File: config.mk
export PLATFORM = sky130hd
export DESIGN_NAME = store_buffer
export DESIGN_NICKNAME = d
export VERILOG_FILES = /design/src/rtl/mips_mem_pkg.sv /design/src/rtl/sb_fifo.sv /design/src/rtl/store_buffer.sv
export SDC_FILE = /design/constraint.sdc
export NUM_CORES = 1
export LEC_CHECK = 0
export CORE_MARGIN = 2
export CORE_UTILIZATION = 55
export CTS_BUF_LIST = sky130_fd_sc_hd__clkbuf_8
export DETAILED_ROUTE_END_ITERATION = 8
export PLACE_DENSITY = 0.81
export SETUP_SLACK_MARGIN = 0.1
export SYNTH_ARGS = -nofsm -noshare
export SYNTH_HDL_FRONTEND = slang
export SYNTH_SLANG_ARGS = --single-unit
File: constraint.sdc
create_clock -name clk -period 3.1 [get_ports clk]
set_input_delay 0.31 -clock clk [delete_from_list [all_inputs] [get_ports clk]]
set_output_delay 0.31 -clock clk [all_outputs]
set_load 0.005 [all_outputs]
File: src/rtl/mips_mem_pkg.sv
// Shared types and constants for the MIPS data-memory path.
// Store buffer FSM encoding, default depth and word-index shift.
package mips_mem_pkg;

  typedef enum logic [1:0] {
    SB_IDLE  = 2'd0,
    SB_WRITE = 2'd1,
    SB_READ  = 2'd2,
    SB_RESP  = 2'd3
  } sb_state_e;

  localparam int SB_DEPTH_DEFAULT = 4;

  // word index of a byte address is addr >> SB_WORD_SHIFT
  localparam int SB_WORD_SHIFT = 2;

endpackage

File: src/rtl/sb_fifo.sv
// Store buffer storage: circular queue of {word_addr, data} entries.
// Youngest-match lookup ports exist only with STORE_BUFFER_FWD_EN.
module sb_fifo
  import mips_mem_pkg::*;
#(
  parameter int DEPTH = SB_DEPTH_DEFAULT,
  parameter int WW    = 30
) (
  input  logic          clk,
  input  logic          reset,
  input  logic          push,
  input  logic [WW-1:0] push_waddr,
  input  logic [31:0]   push_data,
  input  logic          pop,
  output logic [WW-1:0] head_waddr,
  output logic [31:0]   head_data,
`ifdef STORE_BUFFER_FWD_EN
  input  logic [WW-1:0] look_waddr,
  output logic          hit,
  output logic [31:0]   hit_data,
`endif
  output logic          full,
  output logic          empty
);

  localparam int PW = $clog2(DEPTH);
  localparam int CW = PW + 1;

  logic [PW-1:0] head_q, head_d;
  logic [PW-1:0] tail_q, tail_d;
  logic [CW-1:0] count_q, count_d;

  logic [WW-1:0] waddr_q [DEPTH];
  logic [31:0]   data_q  [DEPTH];

  // pointer and occupancy next-state; push+pop keeps count
  always_comb begin
    head_d  = head_q;
    tail_d  = tail_q;
    count_d = count_q;
    if (push) tail_d = tail_q + PW'(1);
    if (pop)  head_d = head_q + PW'(1);
    case ({push, pop})
      2'b10:   count_d = count_q + CW'(1);
      2'b01:   count_d = count_q - CW'(1);
      default: count_d = count_q;
    endcase
  end

  // pointer and count registers
  always_ff @(posedge clk or negedge reset) begin
    if (!reset) begin
      head_q  <= '0;
      tail_q  <= '0;
      count_q <= '0;
    end else begin
      head_q  <= head_d;
      tail_q  <= tail_d;
      count_q <= count_d;
    end
  end

  // entry storage, written at the tail
  always_ff @(posedge clk) begin
    if (push) begin
      waddr_q[tail_q] <= push_waddr;
      data_q[tail_q]  <= push_data;
    end
  end

  assign head_waddr = waddr_q[head_q];
  assign head_data  = data_q[head_q];
  assign full       = (count_q == CW'(DEPTH));
  assign empty      = (count_q == '0);

`ifdef STORE_BUFFER_FWD_EN
  logic [PW-1:0] idx;

  // oldest-to-youngest scan so the youngest match wins
  always_comb begin
    hit      = 1'b0;
    hit_data = '0;
    idx      = head_q;
    for (int i = 0; i < DEPTH; i++) begin
      idx = head_q + PW'(i);
      if ((CW'(i) < count_q) &&
          (waddr_q[idx] == look_waddr)) begin
        hit      = 1'b1;
        hit_data = data_q[idx];
      end
    end
  end
`endif

endmodule

File: src/rtl/store_buffer.sv
// Posted-write buffer between the MEM-stage port and data memory.
// STORE_BUFFER_FWD_EN enables load forwarding and read overtaking.
module store_buffer
  import mips_mem_pkg::*;
#(
  parameter int DEPTH = SB_DEPTH_DEFAULT,
  parameter int AW    = 32
) (
  input  logic          clk,
  input  logic          reset,
  input  logic          cpu_memwrite,
  input  logic          cpu_memread,
  input  logic [AW-1:0] cpu_addr,
  input  logic [31:0]   cpu_wdata,
  output logic [31:0]   cpu_rdata,
  output logic          cpu_stall,
  output logic          mem_req,
  output logic          mem_we,
  output logic [AW-1:0] mem_addr,
  output logic [31:0]   mem_wdata,
  input  logic          mem_ack,
  input  logic [31:0]   mem_rdata
);

  localparam int WW = AW - SB_WORD_SHIFT;

  sb_state_e state_q, state_d;

  logic          mem_req_q, mem_req_d;
  logic          mem_we_q, mem_we_d;
  logic [AW-1:0] mem_addr_q, mem_addr_d;
  logic [31:0]   mem_wdata_q, mem_wdata_d;
  logic [31:0]   rd_q, rd_d;

  logic          is_store, is_load;
  logic          push, pop, full, empty;
  logic          load_miss;
  logic [WW-1:0] cpu_waddr, head_waddr;
  logic [31:0]   head_data;
  logic          unused_addr_bits;

`ifdef STORE_BUFFER_FWD_EN
  logic          hit;
  logic [31:0]   hit_data;
`endif

  // a simultaneous read and write is treated as a store
  assign is_store  = cpu_memwrite;
  assign is_load   = cpu_memread & ~cpu_memwrite;
  assign push      = is_store & ~full;
  assign cpu_waddr = cpu_addr[AW-1:SB_WORD_SHIFT];
  assign unused_addr_bits = ^cpu_addr[SB_WORD_SHIFT-1:0];

  sb_fifo #(
    .DEPTH(DEPTH),
    .WW   (WW)
  ) u_fifo (
    .clk       (clk),
    .reset     (reset),
    .push      (push),
    .push_waddr(cpu_waddr),
    .push_data (cpu_wdata),
    .pop       (pop),
    .head_waddr(head_waddr),
    .head_data (head_data),
`ifdef STORE_BUFFER_FWD_EN
    .look_waddr(cpu_waddr),
    .hit       (hit),
    .hit_data  (hit_data),
`endif
    .full      (full),
    .empty     (empty)
  );

  // core-facing stall and load data
  always_comb begin
    cpu_stall = 1'b0;
    cpu_rdata = rd_q;
    load_miss = 1'b0;
    if (is_store) begin
      cpu_stall = full;
    end else if (is_load) begin
      if (state_q == SB_RESP) begin
        cpu_rdata = rd_q;
`ifdef STORE_BUFFER_FWD_EN
      end else if (hit) begin
        cpu_rdata = hit_data;
`endif
      end else begin
        cpu_stall = 1'b1;
        load_miss = 1'b1;
      end
    end
  end

  // memory FSM next-state; every transaction returns to IDLE
  always_comb begin
    state_d     = state_q;
    mem_req_d   = mem_req_q;
    mem_we_d    = mem_we_q;
    mem_addr_d  = mem_addr_q;
    mem_wdata_d = mem_wdata_q;
    rd_d        = rd_q;
    pop         = 1'b0;
    unique case (state_q)
      SB_IDLE: begin
`ifdef STORE_BUFFER_FWD_EN
        if (load_miss) begin
`else
        if (load_miss && empty) begin
`endif
          state_d    = SB_READ;
          mem_req_d  = 1'b1;
          mem_we_d   = 1'b0;
          mem_addr_d = {cpu_waddr, {SB_WORD_SHIFT{1'b0}}};
        end else if (!empty) begin
          state_d     = SB_WRITE;
          mem_req_d   = 1'b1;
          mem_we_d    = 1'b1;
          mem_addr_d  = {head_waddr, {SB_WORD_SHIFT{1'b0}}};
          mem_wdata_d = head_data;
        end
      end
      SB_WRITE: begin
        if (mem_ack) begin
          pop       = 1'b1;
          state_d   = SB_IDLE;
          mem_req_d = 1'b0;
          mem_we_d  = 1'b0;
        end
      end
      SB_READ: begin
        if (mem_ack) begin
          rd_d      = mem_rdata;
          state_d   = SB_RESP;
          mem_req_d = 1'b0;
        end
      end
      SB_RESP: begin
        state_d = SB_IDLE;
      end
    endcase
  end

  // FSM and memory-port registers
  always_ff @(posedge clk or negedge reset) begin
    if (!reset) begin
      state_q     <= SB_IDLE;
      mem_req_q   <= 1'b0;
      mem_we_q    <= 1'b0;
      mem_addr_q  <= '0;
      mem_wdata_q <= '0;
      rd_q        <= '0;
    end else begin
      state_q     <= state_d;
      mem_req_q   <= mem_req_d;
      mem_we_q    <= mem_we_d;
      mem_addr_q  <= mem_addr_d;
      mem_wdata_q <= mem_wdata_d;
      rd_q        <= rd_d;
    end
  end

  assign mem_req   = mem_req_q;
  assign mem_we    = mem_we_q;
  assign mem_addr  = mem_addr_q;
  assign mem_wdata = mem_wdata_q;

endmodule

==> flow_metrics.tcl <==
set metrics [dict create \
    ys_seq_area_frac 0.7436 \
    dr.pass1.iters 5 \
    ys_seq_elements 353 \
    cts_setup_buffers 0 \
    areaGrowthSynthToFinish_pct 25.68 \
    cp_slowest_cell "clkdlybuf4s50_1" \
    slew_headroom 0.3842 \
    tns_ns 0 \
    path_cells "ha_1 > nor3b_1 > a31o_2 > clkdlybuf4s50_1" \
    die_w_um 161.0 \
    initial_core_util 0.5588 \
    n_antenna_cell 0 \
    ys_warn_count 0 \
    clk_latency_ns 0.58 \
    required_ns 2.79 \
    cp_slowest_stage_delay_ns 0.51 \
    outcome "finished clean" \
    critical_path_depth 4 \
    timing.critical_path.buf_inv 1 \
    fin_crit_sh 0.8279 \
    fmax_ghz 0.3896 \
    grt_setup_unrepaired "false" \
    fin_ws_ns 0.5335 \
    cap_violations 0 \
    slew_viol_final 0 \
    drive_gt1_frac 0.2400 \
    startpoint_type "register" \
    synthTopCellsByArea "edfxtp_1 (55%), dfrtp_1 (19%), mux4_2 (10%)" \
    port_buffers 195 \
    hold_depth 2 \
    yosysTopAreaCell "edfxtp_1" \
    wire_per_inst_um 20.83 \
    gp_congestion 0.7261 \
    ant_nets 0 \
    end_kind "primary output" \
    cp_max_fo 4 \
    syn_inst 697 \
    critPathKind "register to primary output" \
    die_h_um 161.0 \
    r2r_cells 6 \
    skew_ns 0.01499 \
    fillCellCount 1531 \
    num_rows 57 \
    finalHoldViolCount 0 \
    drc 0 \
    grt_overflow_total 0 \
    synth_top_area_share 0.5496 \
    pre_cts_ws_ns 0.7764 \
    cts_buffers 54 \
    antenna_found_initial 0 \
    p_leak_nw 6.237 \
    first_iter_violations 400 \
    grt_pass1_vias 7587 \
    cts_max_path_buffers 3 \
    grt_usage 0.2139 \
    peakVddDrop_mv 0.5379 \
    cts_sinks 353 \
    min_path_type "input pin to register" \
    via_count 7101 \
    grt_max_degree 60 \
    power.total_mw 16.64 \
    wl_um 27150 \
    num_io_pins 200 \
    setup_viol 0 \
    critPathTopFamily "buffers and inverters" \
    viasPerCell 5.450 \
    cellPowerDensity_nw_per_um2 977.0 \
    worst_pin_slew_ns 0.9237 \
    syn_area_per_cell_um2 19.44 \
    layout.nets 1045 \
    core-area_um2 24250 \
    period_minus_slack_ns 2.566 \
    ctsHtreeMaxLevel 2 \
    grt_pass1_wl_um 41810 \
    arrival_ns 2.26 \
    clk_pin_slew_ns 0.06 \
    cts_root_buffer "clkbuf_8" \
    tritoncts "built" \
    synth_cell_types 33 \
    synthesis.area_um2 13550 \
    dpl.hpwl_um 16900 \
    die-area_um2 25910 \
]
-- timing repair --
item / in CTS / in global routing
gates resized for setup: 0 / 0
hold endpoints to repair: 58 / 0
hold buffers: 1 / 0
-- cells by family after synthesis --
group           share of synthesized area
flops                              0.7436
mux                                0.1648
fa+ha+maj                         0.01071
other cells                     0.0002768
simple gates                      0.03352
xor+xnor                         0.003878
buf+inv                           0.02050
compound gates                    0.02272
-- sequential cells by signal, indices dropped and copies added, names as in the netlist --
register	count
mem_req	1
u_fifo.tail_q	2
u_fifo.head_q	2
u_fifo.data_q	128
mem_wdata	32
u_fifo.count_q	3
state_q	2
rd_q	32
mem_we	1
u_fifo.waddr_q	120
mem_addr	30
-- worst reg2reg max path, delay by kind of cell, from the launching register on --
kind	cells	cell delay (ns)
compound gates	2	0.62
simple gates	2	0.53
flops	1	0.42
buf+inv	1	0.29
fa+ha+maj	1	0.25
-- synthesized netlist by cell type, drive strengths merged --
library cell,n
nand2,68
mux4,62
or3b,1
conb,1
a31o,2
buf,31
a21boi,2
fa,1
edfxtp,248
and2,6
inv,8
a22o,1
a31oi,32
nor3,1
xnor2,4
o21ai,2
a32oi,1
ha,10
dfrtp,105
nor3b,1
o21a,1
nand2b,1
a21oi,3
o22ai,1
clkbuf,5
xor2,2
nor2,32
mux2,65
-- area by class of cell --
cell class / instances / area (um2) / area share
sequential: 353 / 10080 / 0.5919
multi-input combinational: 301 / 3213 / 0.1887
timing repair buffer: 215 / 2227 / 0.1308
clock buffer: 62 / 853.3 / 0.05011
tap: 324 / 405.4 / 0.02381
clock inverter: 40 / 220.2 / 0.01293
inverter: 8 / 30.03 / 0.001763
-- power breakdown --
group	switching, mW	leakage [nW]	total [mW]	internal, mW
Combinational	2.35	2.16	5.71	3.36
Clock	1.72	0.588	3.72	2.00
Sequential	0.700	3.49	7.21	6.51
Total	4.77	6.24	16.6	11.9
-- through the flow --
stage	util	cell area (um2)	cells	hold slack, ns
6_report	0.7023	17030	1303	0.3502
3_3_place_gp	0.6576	15950	1200	0.4745
4_1_cts	0.7023	17030	1303	0.3172
5_1_grt	0.7023	17030	1303	0.3340
3_5_place_dp	0.6576	15950	1200	0.4813
2_1_floorplan	-	13550	698	0.01441
-- worst paths after layout --
kind / slack (ns) / endpoint / from
worst max-delay path: 0.53 / cpu_stall / state_q[0]
worst min-delay path: 0.35 / rd_q[17] / mem_rdata[17]
worst max register to register: 0.91 / mem_addr[18] / state_q[0]
worst min register to register: 0.49 / mem_wdata[12] / mem_wdata[12]
max in group asynchronous: 1.91 / mem_addr[23] / reset
min in group asynchronous: 0.42 / mem_wdata[29] / reset
-- layout by cell type, fill, tap and decap left out, types with 3 or more instances in the layout --
master and instances:
clkinv_1 18, edfxtp_1 248, a21oi_1 3, buf_12 10, and2_4 4, mux2_4 28
nor2_1 32, clkdlybuf4s50_1 194, inv_1 16, clkbuf_8 62, mux2_2 36, a31oi_1 32
ha_1 10, xnor2_1 4, buf_4 10, nand2_1 68, mux4_2 62, clkinv_2 11
dfrtp_1 103
-- metal layers --
metal  track usage  vias up  wire [um]
li1              -     3177          -
met1        0.2746     3661      10870
met2        0.3701      209      14270
met3       0.04442       54       1475
met4       0.06778        0        531
met5             0        -          0
No activity file was read; power rests on OpenSTA's default activity.
